--- config.mk ---
export PLATFORM = sky130hd
export DESIGN_NAME = pwm_multi_core
export DESIGN_NICKNAME = d
export VERILOG_FILES = /design/src/rtl/pwm_multi_core.sv
export SDC_FILE = /design/constraint.sdc
export NUM_CORES = 1
export LEC_CHECK = 0
export ABC_CLOCK_PERIOD_IN_PS = 7400
export CAP_MARGIN = 40
export CORE_MARGIN = 2
export CORE_UTILIZATION = 25
export CTS_CLUSTER_SIZE = 10
export DETAILED_ROUTE_END_ITERATION = 7
export PLACE_DENSITY = 0.41
export SLEW_MARGIN = 30
export SYNTH_ARGS = -nofsm -noshare
export SYNTH_HDL_FRONTEND = slang
export SYNTH_SLANG_ARGS = --single-unit
--- constraint.sdc ---
create_clock -name clk -period 7.4 [get_ports clk]
set_input_delay 1.48 -clock clk [delete_from_list [all_inputs] [get_ports clk]]
set_output_delay 1.48 -clock clk [all_outputs]
set_load 0.005 [all_outputs]
--- src/rtl/pwm_multi_core.sv ---
// pwm_multi_core: shared prescaled up/down timebase driving CHANNELS PWM outputs.
// Define PWM_MULTI_SHADOW_EN to double-buffer PERIOD/CMP1/CMP2/mode/invert until wrap.
module pwm_multi_core #(
  parameter int WIDTH     = 16,
  parameter int CHANNELS  = 4,
  parameter int PSC_WIDTH = 8
) (
  input  logic                clk,
  input  logic                rst,
  input  logic                cfg_we,
  input  logic                cfg_re,
  input  logic [7:0]          cfg_addr,
  input  logic [WIDTH-1:0]    cfg_wdata,
  output logic [WIDTH-1:0]    cfg_rdata,
  output logic [WIDTH-1:0]    counter_val,
  output logic                period_tick,
  output logic [CHANNELS-1:0] pwm_out
);
  logic [WIDTH-1:0]     per_r, per_nx, per_a;
  logic [PSC_WIDTH-1:0] psc_r, psc_q, psc_d;
  logic                 ctrl_en, ctrl_up;
  logic [WIDTH-1:0]     cnt_q, cnt_d;
  logic                 wr_per, wr_psc, wr_ctrl, creset, step, wrap;
  logic [WIDTH-1:0]     cmp1_r [CHANNELS];
  logic [WIDTH-1:0]     cmp2_r [CHANNELS];
  logic [WIDTH-1:0]     cmp1_nx [CHANNELS];
  logic [WIDTH-1:0]     cmp2_nx [CHANNELS];
  logic [WIDTH-1:0]     cmp1_a [CHANNELS];
  logic [WIDTH-1:0]     cmp2_a [CHANNELS];
  logic [1:0]           mode_r [CHANNELS];
  logic [1:0]           mode_nx [CHANNELS];
  logic [1:0]           mode_a [CHANNELS];
  logic [CHANNELS-1:0]  en_r, inv_r, inv_nx, inv_a;
  logic [CHANNELS-1:0]  wr_c1, wr_c2, wr_cc, pwm_d;
  logic [WIDTH-1:0]     rd_c;

  // *_nx is the register-file value after this cycle's write
  always_comb begin
    wr_per  = cfg_we && (cfg_addr == 8'h00);
    wr_psc  = cfg_we && (cfg_addr == 8'h01);
    wr_ctrl = cfg_we && (cfg_addr == 8'h02);
    creset  = wr_ctrl && cfg_wdata[2];
    per_nx  = wr_per ? cfg_wdata : per_r;
    wr_c1   = '0;
    wr_c2   = '0;
    wr_cc   = '0;
    inv_nx  = inv_r;
    for (int n = 0; n < CHANNELS; n++) begin
      wr_c1[n]   = cfg_we && (cfg_addr == 8'(16 + 4*n));
      wr_c2[n]   = cfg_we && (cfg_addr == 8'(17 + 4*n));
      wr_cc[n]   = cfg_we && (cfg_addr == 8'(18 + 4*n));
      cmp1_nx[n] = wr_c1[n] ? cfg_wdata : cmp1_r[n];
      cmp2_nx[n] = wr_c2[n] ? cfg_wdata : cmp2_r[n];
      mode_nx[n] = wr_cc[n] ? cfg_wdata[2:1] : mode_r[n];
      if (wr_cc[n]) inv_nx[n] = cfg_wdata[3];
    end
  end

  always_ff @(posedge clk or posedge rst) begin
    if (rst) begin
      per_r   <= '0;
      psc_r   <= '0;
      ctrl_en <= 1'b0;
      ctrl_up <= 1'b0;
      en_r    <= '0;
      inv_r   <= '0;
      for (int n = 0; n < CHANNELS; n++) begin
        cmp1_r[n] <= '0;
        cmp2_r[n] <= '0;
        mode_r[n] <= '0;
      end
    end else begin
      per_r <= per_nx;
      inv_r <= inv_nx;
      if (wr_psc) psc_r <= PSC_WIDTH'(cfg_wdata);
      if (wr_ctrl) begin
        ctrl_en <= cfg_wdata[0];
        ctrl_up <= cfg_wdata[1];
      end
      for (int n = 0; n < CHANNELS; n++) begin
        cmp1_r[n] <= cmp1_nx[n];
        cmp2_r[n] <= cmp2_nx[n];
        mode_r[n] <= mode_nx[n];
        if (wr_cc[n]) en_r[n] <= cfg_wdata[0];
      end
    end
  end

`ifdef PWM_MULTI_SHADOW_EN
  logic copy;
  assign copy = wrap || creset || !ctrl_en;

  always_ff @(posedge clk or posedge rst) begin
    if (rst) begin
      per_a <= '0;
      inv_a <= '0;
      for (int n = 0; n < CHANNELS; n++) begin
        cmp1_a[n] <= '0;
        cmp2_a[n] <= '0;
        mode_a[n] <= '0;
      end
    end else if (copy) begin
      per_a <= per_nx;
      inv_a <= inv_nx;
      for (int n = 0; n < CHANNELS; n++) begin
        cmp1_a[n] <= cmp1_nx[n];
        cmp2_a[n] <= cmp2_nx[n];
        mode_a[n] <= mode_nx[n];
      end
    end
  end
`else
  always_comb begin
    per_a = per_r;
    inv_a = inv_r;
    for (int n = 0; n < CHANNELS; n++) begin
      cmp1_a[n] = cmp1_r[n];
      cmp2_a[n] = cmp2_r[n];
      mode_a[n] = mode_r[n];
    end
  end
`endif

  // counter_reset overrides any step or wrap in the same cycle
  always_comb begin
    step  = ctrl_en && (psc_q >= psc_r);
    wrap  = 1'b0;
    cnt_d = cnt_q;
    psc_d = psc_q;
    if (ctrl_en) psc_d = step ? '0 : psc_q + 1'b1;
    if (step) begin
      if (ctrl_up) begin
        if (cnt_q >= per_a) begin
          cnt_d = '0;
          wrap  = 1'b1;
        end else begin
          cnt_d = cnt_q + 1'b1;
        end
      end else if (cnt_q == '0) begin
        cnt_d = per_nx;
        wrap  = 1'b1;
      end else begin
        cnt_d = cnt_q - 1'b1;
      end
    end
    if (creset) begin
      psc_d = '0;
      cnt_d = cfg_wdata[1] ? '0 : per_nx;
      wrap  = 1'b0;
    end
  end

  always_comb begin
    pwm_d = '0;
    for (int n = 0; n < CHANNELS; n++) begin
      logic raw;
      case (mode_a[n])
        2'b00:   raw = (cmp1_a[n] != '0) && (cnt_q <= cmp1_a[n]);
        2'b01:   raw = (cnt_q >= cmp1_a[n]);
        2'b10:   raw = (cmp1_a[n] < cmp2_a[n]) && (cnt_q >= cmp1_a[n]) && (cnt_q < cmp2_a[n]);
        default: raw = 1'b0;
      endcase
      pwm_d[n] = en_r[n] & (raw ^ inv_a[n]);
    end
  end

  always_comb begin
    rd_c = '0;
    case (cfg_addr)
      8'h00:   rd_c = per_r;
      8'h01:   rd_c = WIDTH'(psc_r);
      8'h02:   rd_c = WIDTH'({ctrl_up, ctrl_en});
      8'h03:   rd_c = cnt_q;
      default: rd_c = '0;
    endcase
    for (int n = 0; n < CHANNELS; n++) begin
      if (cfg_addr == 8'(16 + 4*n)) rd_c = cmp1_r[n];
      if (cfg_addr == 8'(17 + 4*n)) rd_c = cmp2_r[n];
      if (cfg_addr == 8'(18 + 4*n)) rd_c = WIDTH'({inv_r[n], mode_r[n], en_r[n]});
    end
  end

  always_ff @(posedge clk or posedge rst) begin
    if (rst) begin
      cnt_q       <= '0;
      psc_q       <= '0;
      period_tick <= 1'b0;
      pwm_out     <= '0;
      cfg_rdata   <= '0;
    end else begin
      cnt_q       <= cnt_d;
      psc_q       <= psc_d;
      period_tick <= wrap;
      pwm_out     <= pwm_d;
      if (cfg_re) cfg_rdata <= rd_c;
    end
  end

  assign counter_val = cnt_q;

endmodule

==> impl_metrics.ini <==
[synth]
yosysWarnings = 0
synth_cell_type_count = 71
syn_inst = 1673
synth_xor_xnor_area_share_pct = 0.994
syn_nets = 1913
synth-edff-count = 0
synth_top_area_cell = dfrtp_1
synthTopCellsByCount = 215 x dfrtp_1, 212 x ha_1, 167 x inv_1
synth_top_family_by_area = adder cells
synth_adder_area_share_pct = 16.7
syn_area_um2 = 15900
synth_top_area_share_pct = 33.9
syn_avg_cell_area_um2 = 9.48
synth.mux.area_fraction_pct = 12.7
yosysMostFrequentCell = dfrtp_1
synthTopCellsByArea = dfrtp_1 34%, ha_1 17%, mux2_2 11%
synth_compound_area_share_pct = 16.5
synth-seq-cells = 215
synthSimpleGateAreaFrac_pct = 13.4
synthArstFlopShare_pct = 100
ys_seq_area_share_pct = 33.9
ys.flop_type = dfrtp_1

[timing]
worst_pin_slew_ps = 893
finClkSkew_ps = 9.09
worst_slack_ps = 3140
setup_viol = 0
slew_viol_final = 0
grt_setup_unrepaired = no
hold_viol = 0
slew-limit-headroom_pct = 40.3
tns_ps = 0
post-route-period-util_pct = 57.5
whs_ps = 503
fmax_mhz = 235
fin_crit_ps = 4260

[critical_path]
reg2reg_depth = 9
slowest_delay_ps = 930
cp_common_cell = nand2_1
slowest_stage = clkdlybuf4s50_1
cp-start-kind = input pin
worstSetupEndpointType = register
cp-startpoint = cfg_addr[0]
rr_startpoint = counter_val[1]
rr_endpoint = pwm_out[0]
cp.arrival_ps = 4710
ff2ff_setup_slack_ps = 4070
critPathKind = in2reg
critPathMaxFanout = 18
required_ps = 7850
cp_cell_sequence = clkdlybuf4s50_1 -> nor2b_1 -> nand2_1 -> nor2_1 -> nand2_1 -> buf_6 -> mux2_2

[routing]
vias = 13700
first_iter_violations = 1194
ant_nets = 0
wl_per_cell_um = 24.0
dr.pass1.iters = 5
via_per_inst = 5.25
drc = 0
routed_wl_um = 62700

[cells_and_area]
fin_area_um2 = 18700
antenna_cells = 0
nets = 1992
post-route-util_pct = 29.8
fin_cells = 2617
synthToLayoutAreaGrowth_pct = 18.0
drive_gt1_share_pct = 14.6

[power_and_ir_drop]
p_per_area_nw_per_um2 = 243
finalPower_mw = 4.56
vdd_drop_max_mv = 0.159
p_comb_share_pct = 38.6
intPower_mw = 2.82
seq_power_share_pct = 30.7
power.leakage_nw = 8.16
power_frac_clock_pct = 30.8
p_switching_mw = 1.73
swShare_pct = 38.1

[outcome]
status = completed

[min_path]
whs_endpoint = psc_r[5]
min_from = psc_r[5]
holdPathStages = 1
hold_path_class = reg2reg

[clock_tree]
cts_hold_buf = 0
clk_latency_ps = 570
cts_resized = 0
tritoncts = yes
cts_buffers = 28
htree_levels = 1
postCtsSetupRepairBufs = 0
cts_sinks = 215
clkTransAtPathRegs_ps = 60
cts_buffer_depth = 3
root_buffer = clkbuf_16

[global_route]
grt_max_degree = 98
antenna_found_initial = 0
grt_pass1_wl_um = 94000
first_global_vias = 13800
grt-ovfl-total = 0
gr-usage-all-layers_pct = 19.0

[floorplan]
die_area_um2 = 65500
io_pins = 65
die_h_um = 256
core_area_um2 = 62900
rows = 92
initial_utilization_pct = 25.2
die_w_um = 256

[placement]
gp_congestion = 0.889
pre_cts_ws_ps = 2440
hpwl_um = 46600
post_dp_cell_area_um2 = 17700
dpl.cell_count = 2559
io_buffers = 64

[run]
cap_violations = 0
[placed cells by master (no fill, tap or decap), types with 37 or more instances in the layout]
cell / instances
o21ai_0: 90
nor2_1: 86
inv_1: 166
nand2_1: 102
a21oi_1: 72
clkdlybuf4s50_1: 64
a22oi_1: 37
nand3_1: 59
mux2_2: 152
buf_4: 40
ha_1: 212
dfrtp_1: 215
[state kept, by name, indices dropped and copies added, names as in the netlist]
| name | cells |
|---|---|
| en_r | 4 |
| inv_a | 4 |
| psc_q | 8 |
| counter_val | 16 |
| mode_a | 8 |
| period_tick | 1 |
| per_a | 16 |
| psc_r | 8 |
| cfg_rdata | 16 |
| pwm_out | 4 |
| cmp2_a | 64 |
| ctrl_up | 1 |
| cmp1_a | 64 |
| ctrl_en | 1 |
[worst max path at each step]
stage                        end  cells past startpoint  slack [ps]
CTS                   cmp2_a[34]                      6        3050
finish                cmp2_a[38]                      7        3140
floorplan           cfg_rdata[0]                      1          40
global placement      cmp2_a[37]                      6        2520
global route          cmp2_a[34]                      7        2950
detailed placement    cmp2_a[34]                      6        2440
[critical path, delay by kind of cell]
| kind | cells | cell delay (ps) |
|---|---|---|
| and+or+nand+nor | 4 | 1720 |
| buffers and inverters | 2 | 1230 |
| muxes | 1 | 270 |
[power groups by stage]
stage	registers (mW)	logic, mW	clock network [mW]
after floorplan	1.43	1.04	0
after global placement	1.42	1.70	0
after detailed placement	1.42	1.74	0
after CTS	1.40	1.76	1.44
after global routing	1.41	1.98	1.48
final	1.40	1.76	1.40
[metal layers]
| metal | global-route usage (%) | up-vias | wire, um |
|---|---|---|---|
| met5 | 0 | - | 0 |
| met4 | 5.44 | 0 | 1760 |
| met3 | 1.82 | 80 | 2420 |
| met2 | 31.8 | 368 | 29600 |
| met1 | 25.9 | 6901 | 29000 |
| li1 | - | 6387 | - |
[cells by family after synthesis]
group / after synthesis
AO/OA/AOI/OAI: 392
XOR/XNOR: 18
adder cells (fa/ha/maj): 212
buffers and inverters: 238
flip-flops: 215
multiplexers: 179
AND/OR/NAND/NOR: 419
[cell type report]
type	count	area [um^2]
fill	6641	44100
multi-input combinational	1220	9550
sequential	215	5380
timing repair buffer	119	1150
tap	846	1060
clock buffer	47	893
inverter	168	638
clock inverter	2	35.0
Note: power is estimated with default switching activity, not from simulation.
